===== src/rtl/jtopl_sh_pkg.sv =====
// Shared helpers for the slot delay line: pointer width derivation and legal depth check.
package jtopl_sh_pkg;

    localparam int MIN_STAGES = 2;

    function automatic int clog2(input int n);
        int r;
        r = 0;
        while ((1 << r) < n) r++;
        return r;
    endfunction

    function automatic bit stages_ok(input int stages);
        return stages >= MIN_STAGES;
    endfunction

endpackage


===== src/rtl/jtopl_sh_slots_if.sv =====
// Slot delay line control/data bundle; the pipeline stage drives master, the delay line is slave.
interface jtopl_sh_slots_if
    import jtopl_sh_pkg::*;
#(
    parameter int WIDTH  = 5,
    parameter int STAGES = 18
);
    localparam int PTRW = clog2(STAGES);

    logic             cen;
    logic             clr;
    logic             hold;
    logic [WIDTH-1:0] din;
    logic [WIDTH-1:0] drop;
    logic [PTRW-1:0]  slot;
    logic             zero;
    logic             busy;

    modport master (
        output cen, clr, hold, din,
        input  drop, slot, zero, busy
    );

    modport slave (
        input  cen, clr, hold, din,
        output drop, slot, zero, busy
    );

endinterface


===== src/rtl/jtopl_sh_ram.sv =====
// Slot storage: one synchronous write port, one asynchronous read port, no reset.
// Latency: read is combinational; no backpressure, a write lands on the clock edge.
module jtopl_sh_ram #(
    parameter int WIDTH = 5,
    parameter int DEPTH = 18,
    parameter int AW    = 5
) (
    input  logic             clk,
    input  logic             we,
    input  logic [AW-1:0]    waddr,
    input  logic [WIDTH-1:0] wdat,
    input  logic [AW-1:0]    raddr,
    output logic [WIDTH-1:0] rdat
);

    logic [WIDTH-1:0] mem [0:DEPTH-1];

    always_ff @(posedge clk) begin
        if (we) mem[waddr] <= wdat;
    end

    assign rdat = mem[raddr];

endmodule


===== src/rtl/jtopl_sh_slots.sv =====
// STAGES-deep, WIDTH-bit slot delay line on a circular buffer, with init sweep, clear and per-slot hold.
// Latency: STAGES cen cycles from din to drop; no backpressure, outputs masked while the sweep runs.
module jtopl_sh_slots
    import jtopl_sh_pkg::*;
#(
    parameter int   WIDTH  = 5,
    parameter int   STAGES = 18,
    parameter logic RSTVAL = 1'b0
) (
    input  logic            clk,
    input  logic            rst_n,
    jtopl_sh_slots_if.slave sh
);

    localparam int              PTRW = clog2(STAGES);
    localparam logic [PTRW-1:0] LAST = PTRW'(STAGES - 1);
    localparam logic [WIDTH-1:0] FILL = {WIDTH{RSTVAL}};

    if (!stages_ok(STAGES)) begin : g_bad_stages
        $error("jtopl_sh_slots: STAGES must be at least 2");
    end

    logic [PTRW-1:0]  ptr;
    logic [PTRW-1:0]  ptr_nxt;
    logic [PTRW-1:0]  swcnt;
    logic             busy;
    logic             we;
    logic [WIDTH-1:0] wdat;
    logic [WIDTH-1:0] rd;

    assign ptr_nxt = (ptr == LAST) ? '0 : ptr + PTRW'(1);

    always_ff @(posedge clk or negedge rst_n) begin
        if (!rst_n) begin
            ptr   <= '0;
            swcnt <= '0;
            busy  <= 1'b1;
        end else if (sh.clr) begin
            ptr   <= '0;
            swcnt <= '0;
            busy  <= 1'b1;
        end else if (busy) begin
            // sweep ignores cen: every edge fills one slot until the pointer wraps
            ptr <= ptr_nxt;
            if (swcnt == LAST) begin
                swcnt <= '0;
                busy  <= 1'b0;
            end else begin
                swcnt <= swcnt + PTRW'(1);
            end
        end else if (sh.cen) begin
            ptr <= ptr_nxt;
        end
    end

    // clear wins over both sweep and normal writes on the same edge
    assign we   = !sh.clr && (busy || sh.cen);
    assign wdat = busy    ? FILL :
                  sh.hold ? rd   : sh.din;

    jtopl_sh_ram #(
        .WIDTH (WIDTH),
        .DEPTH (STAGES),
        .AW    (PTRW)
    ) u_ram (
        .clk   (clk),
        .we    (we),
        .waddr (ptr),
        .wdat  (wdat),
        .raddr (ptr),
        .rdat  (rd)
    );

    assign sh.drop = busy ? FILL : rd;
    assign sh.slot = ptr;
    assign sh.zero = !busy && (ptr == '0);
    assign sh.busy = busy;

endmodule


===== src/flat_wrapper.sv =====
// flat-port wrapper written by rule: the top's interface ports become plain ports
module jtopl_sh_slots_flat import jtopl_sh_pkg::*;
#(
    parameter int   WIDTH  = 5,
    parameter int   STAGES = 18,
    parameter logic RSTVAL = 1'b0
)
  (clk, rst_n, sh_cen, sh_clr, sh_hold, sh_din, sh_drop, sh_slot, sh_zero, sh_busy);
  jtopl_sh_slots_if #(.WIDTH(WIDTH), .STAGES(STAGES)) sh_i ();
  input  logic clk;
  input  logic rst_n;
  input wire logic [$bits(sh_i.cen)-1:0] sh_cen;
  input wire logic [$bits(sh_i.clr)-1:0] sh_clr;
  input wire logic [$bits(sh_i.hold)-1:0] sh_hold;
  input wire logic [$bits(sh_i.din)-1:0] sh_din;
  output wire logic [$bits(sh_i.drop)-1:0] sh_drop;
  output wire logic [$bits(sh_i.slot)-1:0] sh_slot;
  output wire logic [$bits(sh_i.zero)-1:0] sh_zero;
  output wire logic [$bits(sh_i.busy)-1:0] sh_busy;
  assign sh_i.cen = sh_cen;
  assign sh_i.clr = sh_clr;
  assign sh_i.hold = sh_hold;
  assign sh_i.din = sh_din;
  assign sh_drop = sh_i.drop;
  assign sh_slot = sh_i.slot;
  assign sh_zero = sh_i.zero;
  assign sh_busy = sh_i.busy;
  jtopl_sh_slots #(.WIDTH(WIDTH), .STAGES(STAGES), .RSTVAL(RSTVAL)) u_core (.clk(clk), .rst_n(rst_n), .sh(sh_i));
endmodule

===== config.mk =====
export PLATFORM = sky130hd
export DESIGN_NAME = jtopl_sh_slots_flat
export DESIGN_NICKNAME = d
export VERILOG_FILES = /design/src/rtl/jtopl_sh_pkg.sv /design/src/rtl/jtopl_sh_slots_if.sv /design/src/rtl/jtopl_sh_ram.sv /design/src/rtl/jtopl_sh_slots.sv /design/src/flat_wrapper.sv
export SDC_FILE = /design/constraint.sdc
export NUM_CORES = 1
export LEC_CHECK = 0
export CORE_ASPECT_RATIO = 1.4
export CORE_MARGIN = 2
export CORE_UTILIZATION = 40
export CTS_BUF_LIST = sky130_fd_sc_hd__clkbuf_4 sky130_fd_sc_hd__clkbuf_8
export CTS_CLUSTER_DIAMETER = 50
export DETAILED_ROUTE_END_ITERATION = 6
export PLACE_DENSITY_LB_ADDON = 0.08
export SLEW_MARGIN = 10
export SYNTH_ARGS = -nofsm -noshare
export SYNTH_HDL_FRONTEND = slang
export SYNTH_SLANG_ARGS = --single-unit

===== constraint.sdc =====
create_clock -name clk -period 4.25 [get_ports clk]
set_input_delay 0.85 -clock clk [delete_from_list [all_inputs] [get_ports clk]]
set_output_delay 0.85 -clock clk [all_outputs]
set_load 0.1 [all_outputs]

==> results.txt, run 1 <==
----------------------------------------------------
[Worst setup path]
  Startpoint class of the critical path ... register
  Sum of buffers and inverters on the critical path ... 2
  R2r worst-path depth ... 5
  Reg-to-Reg Start ... u_core.sh.slot[0]
  Capturing point of the worst reg2reg path ... u_core.u_ram.mem[6][4]
  CP Cell Sequence ... buf_4 > mux4_1 > a211oi_1 > a21oi_1 > buf_4
  Peak per-stage delay on the critical path ... 680 ps
  Cell mode on critical path ... sky130_fd_sc_hd__buf_4
  Cell family contributing the most delay on the critical path ... flip-flops
  Arrival time of the worst setup path ... 2790 ps
  Largest fanout on the critical path ... 17
  Critical Path Sink Type ... primary output
  Slowest-stage cell, CP ... sky130_fd_sc_hd__dfrtp_2
  Flop2flop setup slack ... 1460 ps
  Required arrival time at the worst endpoint ... 3400 ps
  Start-to-end type of the worst setup path ... register to primary output

[Min path]
  Worst min-delay path category ... register to register
  Hold EP ... u_core.swcnt[4]
  Hold depth ... 1
  Source of the worst hold timing path ... u_core.swcnt[4]

[Run]
  # Max-Cap Violations ... 0

[Floorplanning]
  Initial core utilization ... 0.4054
  Die area ... 11760 sq um
  Row count ... 45
  Overall die height ... 127.5 microns
  Std-Cell Core Area ... 10750 sq um
  Floorplan die width ... 92.23 microns
  Count of pins on the block boundary ... 22

[Timing]
  Top achievable clock speed ... 0.2744 GHz
  Final worst path period need ... 3644 ps
  Setup clock skew after layout ... 8.357 ps
  Final worst hold slack ... 561.8 ps
  Worst relative slew slack ... 0.3504
  Final setup vio count ... 0
  Slew at the pin closest to its max-slew limit ... 971.4 ps
  Pins over their slew limit ... 0
  Final clock period utilization by the worst path ... 0.8574
  Setup repair after global routing missed its margin ... no
  Hold Violations, Final ... 0
  Post-route setup TNS ... 0 ps

[Finish]
  Most frequent standard cell in the layout excluding fill and tap cells ... sky130_fd_sc_hd__edfxtp_1
  Syn-to-layout area delta ... 12.14%
  Area taken by flip-flops and latches ... 2980 sq um
  Footprint of the multi-input gates ... 1285 sq um
  Antenna cells ... 0
  Nets@finish ... 332
  Filler Cells Inserted ... 979
  Share of post-route cells with drive strength above 1 ... 0.1344
  Non-Filler Instances ... 461
  Commonest non-fill, non-tap cells in the layout ... sky130_fd_sc_hd__edfxtp_1, sky130_fd_sc_hd__nor2_1, sky130_fd_sc_hd__mux2i_1, sky130_fd_sc_hd__nand2_1, sky130_fd_sc_hd__clkdlybuf4s50_1

[Pwr]
  IR Drop Worst-Case VDD ... 0.2047 mV
  LEAKAGE ... 1.741 nW
  Total Power Consumption ... 1.779 mW
  Power Density ... 363.8 nW/um^2

[Synthesis]
  Yosys warnings ... 0
  Net count of the mapped netlist ... 305
  Synth Register Bits ... 101
  Synthesized area per cell ... 15.08 sq um
  Number of standard cells after synthesis ... 289
  Register area share after synthesis ... 0.6834
  Dominant cell type by area after synthesis ... sky130_fd_sc_hd__edfxtp_1
  Share of the synthesized area in the top cell type ... 0.6200
  Cells taking the most area after synthesis ... sky130_fd_sc_hd__edfxtp_1, sky130_fd_sc_hd__mux2i_1, sky130_fd_sc_hd__dfrtp_1, sky130_fd_sc_hd__mux4_1, sky130_fd_sc_hd__nor2_1
  Number of different library cells in the post-synthesis netlist ... 38
  Synthesized cell area ... 4359 sq um

[Detailed routing]
  Drt total wl ... 9712 microns
  Iteration-0 DRC count of the detailed router ... 152
  Count of antenna-violating nets left after detailed routing ... 0
  WL/cell ... 21.07 microns
  Final routed DRC violation total ... 0
  Via-to-Cell Ratio ... 5.354
  Vias after detailed routing ... 2468
  Number of optimization iterations in the first detailed-route pass ... 4

[CTS]
  CTS tree ... done
  CTS sink count ... 101
  # hold bufs at CTS ... 0
  Reg clk slew, reported paths ... 90 ps
  Buffer levels on the longest clock path ... 2
  Number of buffers created by CTS ... 9
  Root Driver ... sky130_fd_sc_hd__clkbuf_8
  Later-pin clock latency in the skew report ... 360 ps
  Level count of the clock H-tree ... 3
  Post-CTS resize count ... 0
  Buffers inserted during post-CTS setup optimization ... 0

[Global routing]
  Maximum number of pins on one net before global-route repair ... 19
  Number of global-route vias before repair ... 2620
  Wire length of the first global-routing pass ... 14970 microns
  Number of antenna violations at the first check in global routing ... 0
  GR Util All Layers ... 0.1756
  Grt total ovfl ... 0

[Placed design]
  Placed Instances ... 446
  Routability cong. ... 0.8774
  Port buffer count ... 21
  HPWL Detailed ... 6956 microns

[Outcome]
  Status ... complete, no violations

----------------------------------------------------
[state kept, by name, summed over array words and instances, names as in the netlist]
| signal | flops |
|---|---|
| u_core.u_ram.mem | 90 |
| u_core.sh.slot | 5 |
| u_core.swcnt | 5 |
| u_core.sh.busy | 1 |
[worst register-to-register path, stage by stage (launching register included)]
cell	delay, ps
sky130_fd_sc_hd__dfrtp_2	680
sky130_fd_sc_hd__buf_4	300
sky130_fd_sc_hd__mux4_1	570
sky130_fd_sc_hd__a211oi_1	490
sky130_fd_sc_hd__a311oi_2	240
sky130_fd_sc_hd__buf_4	250
[per-stage QoR]
| step | utilization | setup slack (ps) | cell area, sq um |
|---|---|---|---|
| detailed placement | 0.4389 | 997.1 | 4720 |
| CTS | 0.4546 | 583.0 | 4888 |
| finish | 0.4546 | 605.9 | 4888 |
| global route | 0.4546 | 474.9 | 4888 |
| floorplan | - | 83.46 | 4364 |
| global placement | 0.4389 | 1031 | 4720 |
[worst max-delay path by stage]
| stage | start | endpoint | depth (start not counted) |
|---|---|---|---|
| 2_1_floorplan | u_core.sh.slot[3] | sh_drop[0] | 5 |
| 3_3_place_gp | u_core.sh.slot[0] | sh_drop[4] | 5 |
| 3_5_place_dp | u_core.sh.slot[0] | sh_drop[4] | 5 |
| 4_1_cts | u_core.sh.slot[0] | sh_drop[4] | 5 |
| 5_1_grt | u_core.sh.slot[0] | sh_drop[4] | 5 |
| 6_report | u_core.sh.slot[0] | sh_drop[4] | 5 |
[final cells by class]
class,instances,share of cell area
sequential,101,0.6097
clock inverter,5,0.007679
inverter,6,0.004607
timing repair buffer,29,0.05221
tap,141,0.03609
multi-input combinational,169,0.2629
clock buffer,10,0.02687
[cell usage after synthesis]
master	n
sky130_fd_sc_hd__mux2i_1	34
sky130_fd_sc_hd__buf_1	1
sky130_fd_sc_hd__ha_1	6
sky130_fd_sc_hd__o22ai_1	5
sky130_fd_sc_hd__a311oi_1	5
sky130_fd_sc_hd__a21o_1	2
sky130_fd_sc_hd__o31ai_1	1
sky130_fd_sc_hd__dfrtp_1	10
sky130_fd_sc_hd__mux4_1	5
sky130_fd_sc_hd__buf_12	2
sky130_fd_sc_hd__nand4bb_1	1
sky130_fd_sc_hd__a211oi_1	5
sky130_fd_sc_hd__a31o_2	1
sky130_fd_sc_hd__nor4bb_1	1
sky130_fd_sc_hd__edfxtp_1	90
sky130_fd_sc_hd__buf_8	1
sky130_fd_sc_hd__and2_1	1
sky130_fd_sc_hd__nor2_1	35
sky130_fd_sc_hd__dfstp_2	1
sky130_fd_sc_hd__nor2b_1	4
sky130_fd_sc_hd__nand2b_1	3
sky130_fd_sc_hd__nand4b_1	1
sky130_fd_sc_hd__buf_2	1
sky130_fd_sc_hd__nor3_1	1
sky130_fd_sc_hd__buf_6	2
sky130_fd_sc_hd__a22o_1	3
sky130_fd_sc_hd__nand3_1	9
sky130_fd_sc_hd__a21oi_1	14
sky130_fd_sc_hd__or2_2	1
sky130_fd_sc_hd__nand2_1	19
sky130_fd_sc_hd__mux4_2	1
sky130_fd_sc_hd__nor3b_1	2
sky130_fd_sc_hd__inv_1	6
sky130_fd_sc_hd__mux2_2	2
sky130_fd_sc_hd__a32o_1	1
sky130_fd_sc_hd__a22oi_1	5
sky130_fd_sc_hd__a311oi_2	1
sky130_fd_sc_hd__clkbuf_1	6
[layer usage]
metal / routed length (microns) / up-vias / part of all wire / global-route usage
li1: - / 1155 / - / -
met1: 4006 / 1247 / 0.41 / 0.2123
met2: 5114 / 55 / 0.53 / 0.3080
met3: 396 / 11 / 0.041 / 0.03066
met4: 194 / 0 / 0.020 / 0.07638
met5: 0 / - / 0 / 0
[report_power, final]
| part | internal, mW | switching [mW] |
|---|---|---|
| Sequential | 1.08 | 0.0188 |
| Combinational | 0.0519 | 0.0841 |
| Clock | 0.220 | 0.324 |
| Total | 1.35 | 0.427 |
[logic make-up after synthesis]
family | count (synthesis) | synth area share
adder cells (fa/ha/maj) | 6 | 0.01722
buffers and inverters | 19 | 0.03013
AND/OR/NAND/NOR | 78 | 0.08123
flip-flops | 101 | 0.6834
multiplexers | 42 | 0.1185
AO/OA/AOI/OAI | 43 | 0.06946
Note: power is estimated with default switching activity, not from simulation.
==> run 2, diff against run 1 <==
Settings changed: TNS_END_PERCENT set to 20.
==> results of run 2 <==
The final DEF is identical to that of run 1; final timing and power are the same.
